## src/rtl/rst_sequencer_pkg.sv

```systemverilog
// Shared definitions for the reset sequencer: state encodings, state width and a width helper.
package rst_sequencer_pkg;

   localparam int unsigned StateW = 3;

   localparam logic [StateW-1:0] RSTSEQ_WAIT_LOCK   = 3'd0;
   localparam logic [StateW-1:0] RSTSEQ_LOCK_STABLE = 3'd1;
   localparam logic [StateW-1:0] RSTSEQ_WAIT_CAL    = 3'd2;
   localparam logic [StateW-1:0] RSTSEQ_REL_PERIPH  = 3'd3;
   localparam logic [StateW-1:0] RSTSEQ_RUN         = 3'd4;
   localparam logic [StateW-1:0] RSTSEQ_FAIL        = 3'd5;

   typedef enum logic [StateW-1:0] {
      StWaitLock   = RSTSEQ_WAIT_LOCK,
      StLockStable = RSTSEQ_LOCK_STABLE,
      StWaitCal    = RSTSEQ_WAIT_CAL,
      StRelPeriph  = RSTSEQ_REL_PERIPH,
      StRun        = RSTSEQ_RUN,
      StFail       = RSTSEQ_FAIL
   } seq_state_e;

   // Bits needed to hold the value v (at least one).
   function automatic int unsigned bits_for(input int unsigned v);
      return (v < 2) ? 1 : $clog2(v + 1);
   endfunction

endpackage

```

## src/rtl/rst_sequencer_sync_2ff.sv

```systemverilog
// Two-flop synchroniser for a single asynchronous level; synchronous active-high reset to 0.
module rst_sequencer_sync_2ff (
   input  logic clk_i,
   input  logic rst_i,
   input  logic d_i,
   output logic q_o
);

   logic meta_q;
   logic sync_q;

   // Two-stage capture of the asynchronous input.
   always_ff @(posedge clk_i) begin
      if (rst_i) begin
         meta_q <= 1'b0;
         sync_q <= 1'b0;
      end else begin
         meta_q <= d_i;
         sync_q <= meta_q;
      end
   end

   assign q_o = sync_q;

endmodule

```

## src/rtl/rst_sequencer.sv

```systemverilog
// Reset sequencer: waits for stable DCM/PLL lock, releases DDR2, then peripheral, then CPU resets,
// retrying DDR2 calibration on timeout. Optional CPU watchdog enabled by defining RSTSEQ_WDT_EN.
module rst_sequencer
   import rst_sequencer_pkg::*;
#(
   parameter int unsigned LOCK_STABLE_CYCLES = 1024,
   parameter int unsigned CAL_TIMEOUT_CYCLES = 1048576,
   parameter int unsigned MAX_RETRIES        = 3,
   parameter int unsigned STAGE_GAP          = 16,
   parameter int unsigned WDT_CYCLES         = 65536
) (
   input  logic       wb_clk_i,
   input  logic       wb_rst_i,
   input  logic       dcm_locked_i,
   input  logic       pll_locked_i,
   input  logic       ddr2_calib_done_i,
   input  logic       sw_rst_req_i,
   input  logic       wdt_kick_i,
   output logic       ddr2_rst_o,
   output logic       periph_rst_o,
   output logic       cpu_rst_o,
   output logic [2:0] seq_state_o,
   output logic [1:0] retry_cnt_o,
   output logic       seq_fail_o,
   output logic       wdt_bite_o
);

   localparam int unsigned MaxA  = (LOCK_STABLE_CYCLES > STAGE_GAP) ? LOCK_STABLE_CYCLES : STAGE_GAP;
   localparam int unsigned MaxT  = (MaxA > CAL_TIMEOUT_CYCLES) ? MaxA : CAL_TIMEOUT_CYCLES;
   localparam int unsigned CntW  = bits_for(MaxT - 1);

   localparam logic [CntW-1:0] LockTerm = CntW'(LOCK_STABLE_CYCLES - 1);
   localparam logic [CntW-1:0] CalTerm  = CntW'(CAL_TIMEOUT_CYCLES - 1);
   localparam logic [CntW-1:0] GapTerm  = CntW'(STAGE_GAP - 1);
   localparam logic [1:0]      RetryMax = 2'(MAX_RETRIES);

   logic dcm_sync, pll_sync, cal_sync, lock;

   seq_state_e      state_q, state_d;
   logic [CntW-1:0] cnt_q, cnt_d, cnt_inc;
   logic [1:0]      retry_q, retry_d;
   logic            sw_hold_q, sw_hold_d;
   logic            bite_d;
   logic            ddr2_rst_q, ddr2_rst_d;
   logic            periph_rst_q, periph_rst_d;
   logic            cpu_rst_q, cpu_rst_d;
   logic            fail_q, fail_d;

   rst_sequencer_sync_2ff u_sync_dcm (
      .clk_i (wb_clk_i),
      .rst_i (wb_rst_i),
      .d_i   (dcm_locked_i),
      .q_o   (dcm_sync)
   );

   rst_sequencer_sync_2ff u_sync_pll (
      .clk_i (wb_clk_i),
      .rst_i (wb_rst_i),
      .d_i   (pll_locked_i),
      .q_o   (pll_sync)
   );

   rst_sequencer_sync_2ff u_sync_cal (
      .clk_i (wb_clk_i),
      .rst_i (wb_rst_i),
      .d_i   (ddr2_calib_done_i),
      .q_o   (cal_sync)
   );

   assign lock = dcm_sync & pll_sync;

`ifdef RSTSEQ_WDT_EN
   localparam int unsigned     WdtW    = bits_for(WDT_CYCLES - 1);
   localparam logic [WdtW-1:0] WdtTerm = WdtW'(WDT_CYCLES - 1);

   logic [WdtW-1:0] wdt_cnt_q, wdt_cnt_d;
   logic            bite_q;

   // Watchdog counter and bite pulse register.
   always_ff @(posedge wb_clk_i) begin
      if (wb_rst_i) begin
         wdt_cnt_q <= '0;
         bite_q    <= 1'b0;
      end else begin
         wdt_cnt_q <= wdt_cnt_d;
         bite_q    <= bite_d;
      end
   end

   assign wdt_bite_o = bite_q;
`else
   logic unused_wdt;
   assign unused_wdt = wdt_kick_i | (WDT_CYCLES == 0) | bite_d;
   assign wdt_bite_o = 1'b0;
`endif

   // Next-state, counters and registered-output decode of the next state.
   always_comb begin
      state_d   = state_q;
      cnt_d     = '0;
      retry_d   = retry_q;
      sw_hold_d = 1'b0;
      bite_d    = 1'b0;
      cnt_inc   = (cnt_q == '1) ? cnt_q : cnt_q + CntW'(1);
`ifdef RSTSEQ_WDT_EN
      wdt_cnt_d = '0;
`endif
      case (state_q)
         StWaitLock: begin
            if (lock) state_d = StLockStable;
         end
         StLockStable: begin
            if (!lock)                state_d = StWaitLock;
            else if (cnt_q == LockTerm) state_d = StWaitCal;
            else                      cnt_d = cnt_inc;
         end
         StWaitCal: begin
            if (!lock) begin
               state_d = StWaitLock;
            end else if (cal_sync) begin
               state_d = StRelPeriph;
            end else if (cnt_q == CalTerm) begin
               if (retry_q < RetryMax) begin
                  retry_d = retry_q + 2'd1;
                  state_d = StWaitLock;
               end else begin
                  state_d = StFail;
               end
            end else begin
               cnt_d = cnt_inc;
            end
         end
         StRelPeriph: begin
            // After a soft reset, hold one cycle with periph in reset, then restart the gap.
            if (!lock)                 state_d = StWaitLock;
            else if (sw_hold_q)        state_d = StRelPeriph;
            else if (cnt_q == GapTerm) state_d = StRun;
            else                       cnt_d = cnt_inc;
         end
         StRun: begin
            if (!lock) begin
               state_d = StWaitLock;
            end else if (sw_rst_req_i) begin
               state_d   = StRelPeriph;
               sw_hold_d = 1'b1;
            end
`ifdef RSTSEQ_WDT_EN
            else if (wdt_kick_i) begin
               wdt_cnt_d = '0;
            end else if (wdt_cnt_q == WdtTerm) begin
               bite_d  = 1'b1;
               state_d = StRelPeriph;
            end else begin
               wdt_cnt_d = (wdt_cnt_q == '1) ? wdt_cnt_q : wdt_cnt_q + WdtW'(1);
            end
`endif
         end
         StFail: begin
            state_d = StFail;
         end
         default: begin
            state_d = StWaitLock;
         end
      endcase

      ddr2_rst_d   = (state_d != StWaitCal) && (state_d != StRelPeriph) && (state_d != StRun);
      periph_rst_d = !(((state_d == StRelPeriph) && !sw_hold_d) || (state_d == StRun));
      cpu_rst_d    = (state_d != StRun);
      fail_d       = (state_d == StFail);
   end

   // State, counters and registered outputs.
   always_ff @(posedge wb_clk_i) begin
      if (wb_rst_i) begin
         state_q      <= StWaitLock;
         cnt_q        <= '0;
         retry_q      <= 2'd0;
         sw_hold_q    <= 1'b0;
         ddr2_rst_q   <= 1'b1;
         periph_rst_q <= 1'b1;
         cpu_rst_q    <= 1'b1;
         fail_q       <= 1'b0;
      end else begin
         state_q      <= state_d;
         cnt_q        <= cnt_d;
         retry_q      <= retry_d;
         sw_hold_q    <= sw_hold_d;
         ddr2_rst_q   <= ddr2_rst_d;
         periph_rst_q <= periph_rst_d;
         cpu_rst_q    <= cpu_rst_d;
         fail_q       <= fail_d;
      end
   end

   assign ddr2_rst_o   = ddr2_rst_q;
   assign periph_rst_o = periph_rst_q;
   assign cpu_rst_o    = cpu_rst_q;
   assign seq_state_o  = state_q;
   assign retry_cnt_o  = retry_q;
   assign seq_fail_o   = fail_q;

endmodule

```

## config.mk

```make
export PLATFORM = sky130hd
export DESIGN_NAME = rst_sequencer
export DESIGN_NICKNAME = d
export VERILOG_FILES = /design/src/rtl/rst_sequencer_pkg.sv /design/src/rtl/rst_sequencer_sync_2ff.sv /design/src/rtl/rst_sequencer.sv
export SDC_FILE = /design/constraint.sdc
export NUM_CORES = 1
export LEC_CHECK = 0
export BUFFER_PORTS_ARGS = -buffer_cell sky130_fd_sc_hd__buf_2
export CAP_MARGIN = 10
export CORE_MARGIN = 2
export CORE_UTILIZATION = 65
export CTS_BUF_LIST = sky130_fd_sc_hd__clkbuf_8
export CTS_CLUSTER_DIAMETER = 150
export DETAILED_ROUTE_END_ITERATION = 6
export GPL_TIMING_DRIVEN = 0
export PLACE_DENSITY = 0.86
export SYNTH_ARGS = -nofsm -noshare
export SYNTH_HDL_FRONTEND = slang
export SYNTH_SLANG_ARGS = --single-unit
```

## constraint.sdc

```tcl
create_clock -name wb_clk_i -period 3.1 [get_ports wb_clk_i]
set_input_delay 0.155 -clock wb_clk_i [delete_from_list [all_inputs] [get_ports wb_clk_i]]
set_output_delay 0.155 -clock wb_clk_i [all_outputs]
set_load 0.005 [all_outputs]
```

# Yosys cells after proc, flatten, opt, wreduce, memory -nomap -nowiden
# Index checks and enable logic that the tools add are counted.
[totals]
reg_bits = 36
latchBits = 0
mem_bits_rw = 0
mem_bits_ro = 0
inputBits = 7
output_inout_bits = 10
memories = 0
[classes]
n_addsub = 2
multipliers = 0
div = 0
n_lt_le_gt_ge = 1
eq_ne = 14
shifts = 0
mux = 26
n_bitwise = 2
reduce_logical = 8
[op_table]
columns = ["cell", "count"]
rows = [
  ["$mux W20", 9],
  ["$pmux W20 S3", 1],
  ["$mux W3", 12],
  ["$add A20 B1 Y20 const B", 1],
  ["$eq A20 B10 Y1 const B", 1],
  ["$eq A20 B20 Y1 const B", 1],
  ["$eq A20 B4 Y1 const B", 1],
  ["$pmux W3 S6", 1],
  ["$eq A3 B3 Y1 const B", 4],
  ["$eq A3 B2 Y1 const B", 3],
  ["$ne A3 B2 Y1 const B", 2],
  ["$reduce_and A5 Y1", 1],
  ["$eq A3 B1 Y1 const B", 1],
  ["$logic_and A1 B1 Y1", 3],
  ["$logic_not A3 Y1", 1],
  ["$mux W1", 3],
  ["$ne A3 B3 Y1 const B", 1],
  ["$add A2 B1 Y2 const B", 1],
  ["$logic_not A1 Y1", 2],
  ["$lt A2 B2 Y1 const B", 1],
  ["$and A1 B1 Y1", 1],
  ["$logic_or A1 B1 Y1", 1],
  ["$not A1 Y1", 1],
]

# Depth between registers and ports, before layout
[logic_depth]
depth_word = 10
mapped_depth = 10
mapped_depth_nobuf = 9

# Hierarchy
# From an unflattened synthesis, not the netlist that was laid out.
[unflattened]
cells_unflattened = 198
hier_area_um2 = 1701.6
[modules_own_cells]
columns = ["module", "n_inst", "cells_each", "area_each_um2", "seq_area_each_um2"]
rows = [
  ["rst_sequencer", 1, 186, 1544.0, 600.6],
  ["rst_sequencer_sync_2ff", 3, 4, 52.6, 40.0],
]

# Worst setup path after synthesis
# OpenSTA, ideal clock, no wires.
[synth_timing]
kind = "reg-to-reg"
start = "register cnt_q[0]"
end = "register cnt_q[0]"
setup_ns = 0.126
arrival_time_ns = 1.924
setup_slack_ns = 1.050
path_stages_with_launch = 11
path_buffers = 1
period_less_slack_ns = 2.050
cell_sequence = "dfxtp_1 > ha_1 > nand4_1 > nor4_4 > and2_4 > buf_6 > inv_4 > ha_1 > inv_1 > a22oi_1 > nor2_1"
[synth_via]
elab_chain_len = 6
[synth_lines]
columns = ["element", "line", "rtl"]
rows = [
  ["start, declared", "rst_sequencer.sv:40", "logic [CntW-1:0] cnt_q, cnt_d, cnt_inc;"],
  ["start signal, assigned", "rst_sequencer.sv:185", "cnt_q <= cnt_d;"],
  ["$add A20 B1 Y20 or $eq A20 B20 Y1 (tied branches)", "rst_sequencer.sv:104, rst_sequencer.sv:122", ""],
  ["$mux W20", "rst_sequencer.sv:104", "cnt_inc = (cnt_q == '1) ? cnt_q : cnt_q + CntW'(1);"],
  ["$mux W20, on equally long branches", "rst_sequencer.sv:137, rst_sequencer.sv:122", ""],
  ["$mux W20, on equally long branches", "rst_sequencer.sv:136, rst_sequencer.sv:120", ""],
  ["$mux W20, on equally long branches", "rst_sequencer.sv:135, rst_sequencer.sv:118", ""],
  ["$pmux W20 S3 (*)", "rst_sequencer.sv:108", "case (state_q)"],
]
# Mark *: on every way between the ends. The rest lies on a longest branch, timed or not.
# A chain may end at the register's enable or synchronous reset.

# Worst setup path in the final report
# Same ends and word-level chain as after synthesis.

==> results.md <==
Pwr:
- The maximum VDD drop is 0.496 mV.
- In this run, the clock network consumes 45.7% of the power.
- In this run the power spent charging and discharging nets is 0.175 mW.
- The register share of total power is 52.8%.
- The net switching share of the total power is 19.8%.
- For this design the static power due to leakage is 0.705 nW.
- Cell internal power was estimated by the tool at 0.710 mW.
- The power density over cell area is 436 nW/um^2.
- The share of total power in combinational logic is 1.4%.

Setup path:
- Data arrives at the worst endpoint at 2.54 ns.
- The dominant cell type by count on the critical path is sky130_fd_sc_hd__ha_1.
- The worst-case reg-to-reg path depth is 10.
- Counting both buffers and inverters, the worst setup path holds a total of 3.
- Data on the critical path is required at its endpoint by 3.27 ns.
- The kind of start point of the critical path is a flop.
- The worst flop-to-flop path endpoint is cnt_q[0]$_SDFF_PP0_.
- The worst setup path is of the reg -> reg kind.
- The startpoint identified for the worst register-to-register timing path is cnt_q[0]$_SDFF_PP0_.
- The maximum net fanout on the critical path is 10.
- For this run, the slowest stage of the critical path takes 0.45 ns.
- The cell class contributing the biggest share of worst-path delay is simple AND/OR/NAND/NOR gates.
- For this design, the slowest cell found on the critical path is sky130_fd_sc_hd__nor4_4.
- The critical path goes through ha_1, nand4_1, nor4_4, and2_4, buf_6, inv_4, ha_1, inv_1, a22oi_1, nor2_1.
- The worst register-to-register path has a setup slack of 0.73 ns.
- The capturing element type of the critical path is a flop.
- The start point of the critical path is cnt_q[0]$_SDFF_PP0_.

Worst hold path:
- Counting instances, the worst hold path has a depth of 2.
- The worst min-delay path endpoint is u_sync_cal.meta_q$_SDFF_PP0_.
- The tightest min-delay check is of the in -> reg type.
- The startpoint identified for the worst hold timing path is ddr2_calib_done_i.

Place:
- The number of I/O port buffers is 14.
- The placed wire-length estimate is 2860 um.
- The weighted congestion at the end of routability-driven global placement is 0.875.

Die:
- The height of the die is 56.8 um.
- In this run the core area contains 19 standard-cell rows.
- 17 I/O pins were placed.
- The core area is 2710 sq um.
- The horizontal extent of the die is 56.8 um.
- The starting utilization of the core area is 66.9%.
- The die area is 3230 sq um.

Run:
- The tool flagged a number of max-cap violations equal to 0.

Logic synthesis:
- The cell count after synthesis came out at 208.
- The total of flip-flops plus latches after synthesis is 36.
- The distinct cell type count of the synthesized netlist is 53.
- Ranked by total cell area, the synthesized netlist is headed by sky130_fd_sc_hd__dfxtp_1, sky130_fd_sc_hd__nor2_1, sky130_fd_sc_hd__xnor2_1.
- In this run, synthesis inferred 0 flip-flops with an integrated enable.
- The cell taking the most area after synthesis is sky130_fd_sc_hd__dfxtp_1.
- Ranked by instance count, the synthesized netlist is headed by sky130_fd_sc_hd__dfxtp_1, sky130_fd_sc_hd__nor2_1, sky130_fd_sc_hd__nand2_1, sky130_fd_sc_hd__xnor2_1, sky130_fd_sc_hd__nor2b_1.
- The synthesized netlist occupies a cell area of 1810 sq um.
- The predominant post-synthesis flop cell is sky130_fd_sc_hd__dfxtp_1.
- The sequential area share after synthesis is 39.8%.
- The fraction of registers with async set/reset is 0%.
- The library cell with the highest instance count after synthesis is sky130_fd_sc_hd__dfxtp_1.
- The net count of the mapped netlist is 218.
- The average instance in the mapped netlist occupies 8.71 sq um.
- The total number of yosys warnings is 0.
- In this run the biggest area consumer among cell types represents 39.8% of the synthesized area.

Clock tree:
- Clock tree synthesis found a total of 36 sinks.
- The root buffer cell chosen for the clock tree is sky130_fd_sc_hd__clkbuf_8.
- Clock-pin slew was measured on the worst setup and hold paths at 0.07 ns.
- After clock tree synthesis, the repair step resized 0 gates.
- The H-tree depth is 2.
- The TritonCTS clock tree is done.
- The longest clock path from root to sink contains 2 buffers.
- The CTS buffer count is 5.
- The source-to-sink clock delay at the later pin of the worst-skew pair is 0.29 ns.
- The cts-stage hold buffer count is 0.
- The buffer count from post-CTS setup fixing is 0.

Layout:
- The sequential cells in the finished layout cover a total of 721 sq um.
- Compared with the post-synthesis result, the final layout area differs by 12.2%.
- The multi-input combinational cells in the finished layout cover a total of 1010 sq um.
- After the last flow step, the layout net total stands at 239.
- The filler cell count is 199.
- The number of antenna diodes is 0.
- Cells fill 75.0% of the core in the end.
- Cells with a size suffix above 1 make up 18.3% of the layout.
- The number of flip-flops in the largest register is 20.
- The most flop-heavy register is cnt_q.

Route:
- For this block, the via count after detailed routing is 1559.
- For this block, the initial DRC count from the detailed router was 109.
- Dividing the detail-routed wire length by the instance count gives 14.7 um.
- The detail route stage leaves a number of antenna-violating nets equal to 0.
- Summed over all layers, the routed wires come to 3850 um.
- The remaining routing DRC violations is 0.
- The average vias per placed instance is 5.97.
- The detailed-routing iteration count for the pre-antenna-repair pass is 5.

Status:
- The run finished with clean final reports.

Timing:
- The final count of hold timing violations is 0.
- The final setup violation count is 0.
- The maximum clock skew at final layout is 0.00589 ns.
- The post-route minimum period is 2.37 ns.
- Setup repair after global routing left no endpoint under its margin.
- The count of pins over their slew limit was 0.
- The highest achievable clock rate is 0.422 GHz.
- Dividing the final minimum period by the clock period gives 76.4%.
- The total negative slack is 0 ns.

Global route:
- The number of global-route vias before repair was 1507.
- The aggregate global routing overflow is 0.
- The global-route usage over all layers is 27.4%.
- The pin count of the biggest net entering global routing is 13.
- The wire length of the first global-routing pass is 6710 um.
- The initial antenna violation count was 0.
==> power by group through the flow <==
| stage | sequential [mW] | clock [mW] | combinational [mW] |
|---|---|---|---|
| 4_1_cts | 0.468 | 0.410 | 0.0126 |
| 3_3_place_gp | 0.478 | 0 | 0.0116 |
| 2_1_floorplan | 0.478 | 0 | 0.00754 |
| 3_5_place_dp | 0.478 | 0 | 0.0124 |
| 6_report | 0.468 | 0.405 | 0.0125 |
| 5_1_grt | 0.468 | 0.432 | 0.0139 |
==> worst max path at each step <==
stage / endpoint / slack, ns / cells past startpoint
floorplan: cnt_q[0]$_SDFF_PP0_ / 1.05 / 10
global placement: cnt_q[0]$_SDFF_PP0_ / 0.87 / 10
detailed placement: cnt_q[0]$_SDFF_PP0_ / 0.78 / 10
CTS: cnt_q[0]$_SDFF_PP0_ / 0.73 / 10
global route: cnt_q[0]$_SDFF_PP0_ / 0.58 / 10
finish: cnt_q[0]$_SDFF_PP0_ / 0.73 / 10
==> cells in the final DEF (no fill, tap or decap), types with 3 or more instances in the layout <==
master	count
sky130_fd_sc_hd__dfxtp_1	36
sky130_fd_sc_hd__nor2_1	33
sky130_fd_sc_hd__buf_2	15
sky130_fd_sc_hd__nand2_1	15
sky130_fd_sc_hd__xnor2_1	13
sky130_fd_sc_hd__nor2b_1	10
sky130_fd_sc_hd__nor3_1	9
sky130_fd_sc_hd__a21oi_1	8
sky130_fd_sc_hd__nand4_1	7
sky130_fd_sc_hd__nand3_1	7
sky130_fd_sc_hd__nor4_1	6
sky130_fd_sc_hd__inv_1	5
sky130_fd_sc_hd__clkbuf_8	5
sky130_fd_sc_hd__xor2_1	4
sky130_fd_sc_hd__or3_1	3
sky130_fd_sc_hd__o21ai_0	3
sky130_fd_sc_hd__ha_1	3
==> cells by family (layout without fill, tap and decap cells) <==
kind of cell | after synthesis | count (layout) | synth area share, %
DFF | 36 | 36 | 39.8
muxes | 2 | 2 | 1.11
other | 1 | 1 | 0.207
AOI/OAI and AO/OA | 24 | 24 | 10.0
adders and majority gates | 3 | 3 | 2.07
buffers and inverters | 14 | 36 | 4.42
and+or+nand+nor | 111 | 111 | 34.2
xor gates and xnor gates | 17 | 17 | 8.22
==> metal layers <==
| metal | global-route usage [%] | vias up | wire length (um) |
|---|---|---|---|
| met5 | 0 | - | 0 |
| met4 | 12.0 | 0 | 97 |
| met3 | 8.76 | 13 | 248 |
| met2 | 47.2 | 64 | 1980 |
| met1 | 30.7 | 715 | 1520 |
| li1 | - | 767 | - |
==> per-stage QoR <==
stage	worst slack [ns]	area (sq um)	hold WS, ns	instances	total power [mW]
2_1_floorplan	1.05	1810	0.283	208	0.485
3_3_place_gp	0.869	1920	0.368	253	0.490
3_5_place_dp	0.778	1920	0.377	253	0.491
4_1_cts	0.733	2030	0.0773	261	0.890
5_1_grt	0.583	2030	0.0887	261	0.914
6_report	0.731	2030	0.0818	261	0.885
==> final cells by class <==
cell class	instances	share of cell area, %
Buffer	8	2.71
Clock buffer	5	3.39
Clock inverter	3	2.09
Inverter	6	1.23
Multi-Input combinational cell	158	49.8
Sequential cell	36	35.5
Tap cell	31	1.91
Timing Repair Buffer	14	3.45
No activity file was read; power rests on OpenSTA's default activity.
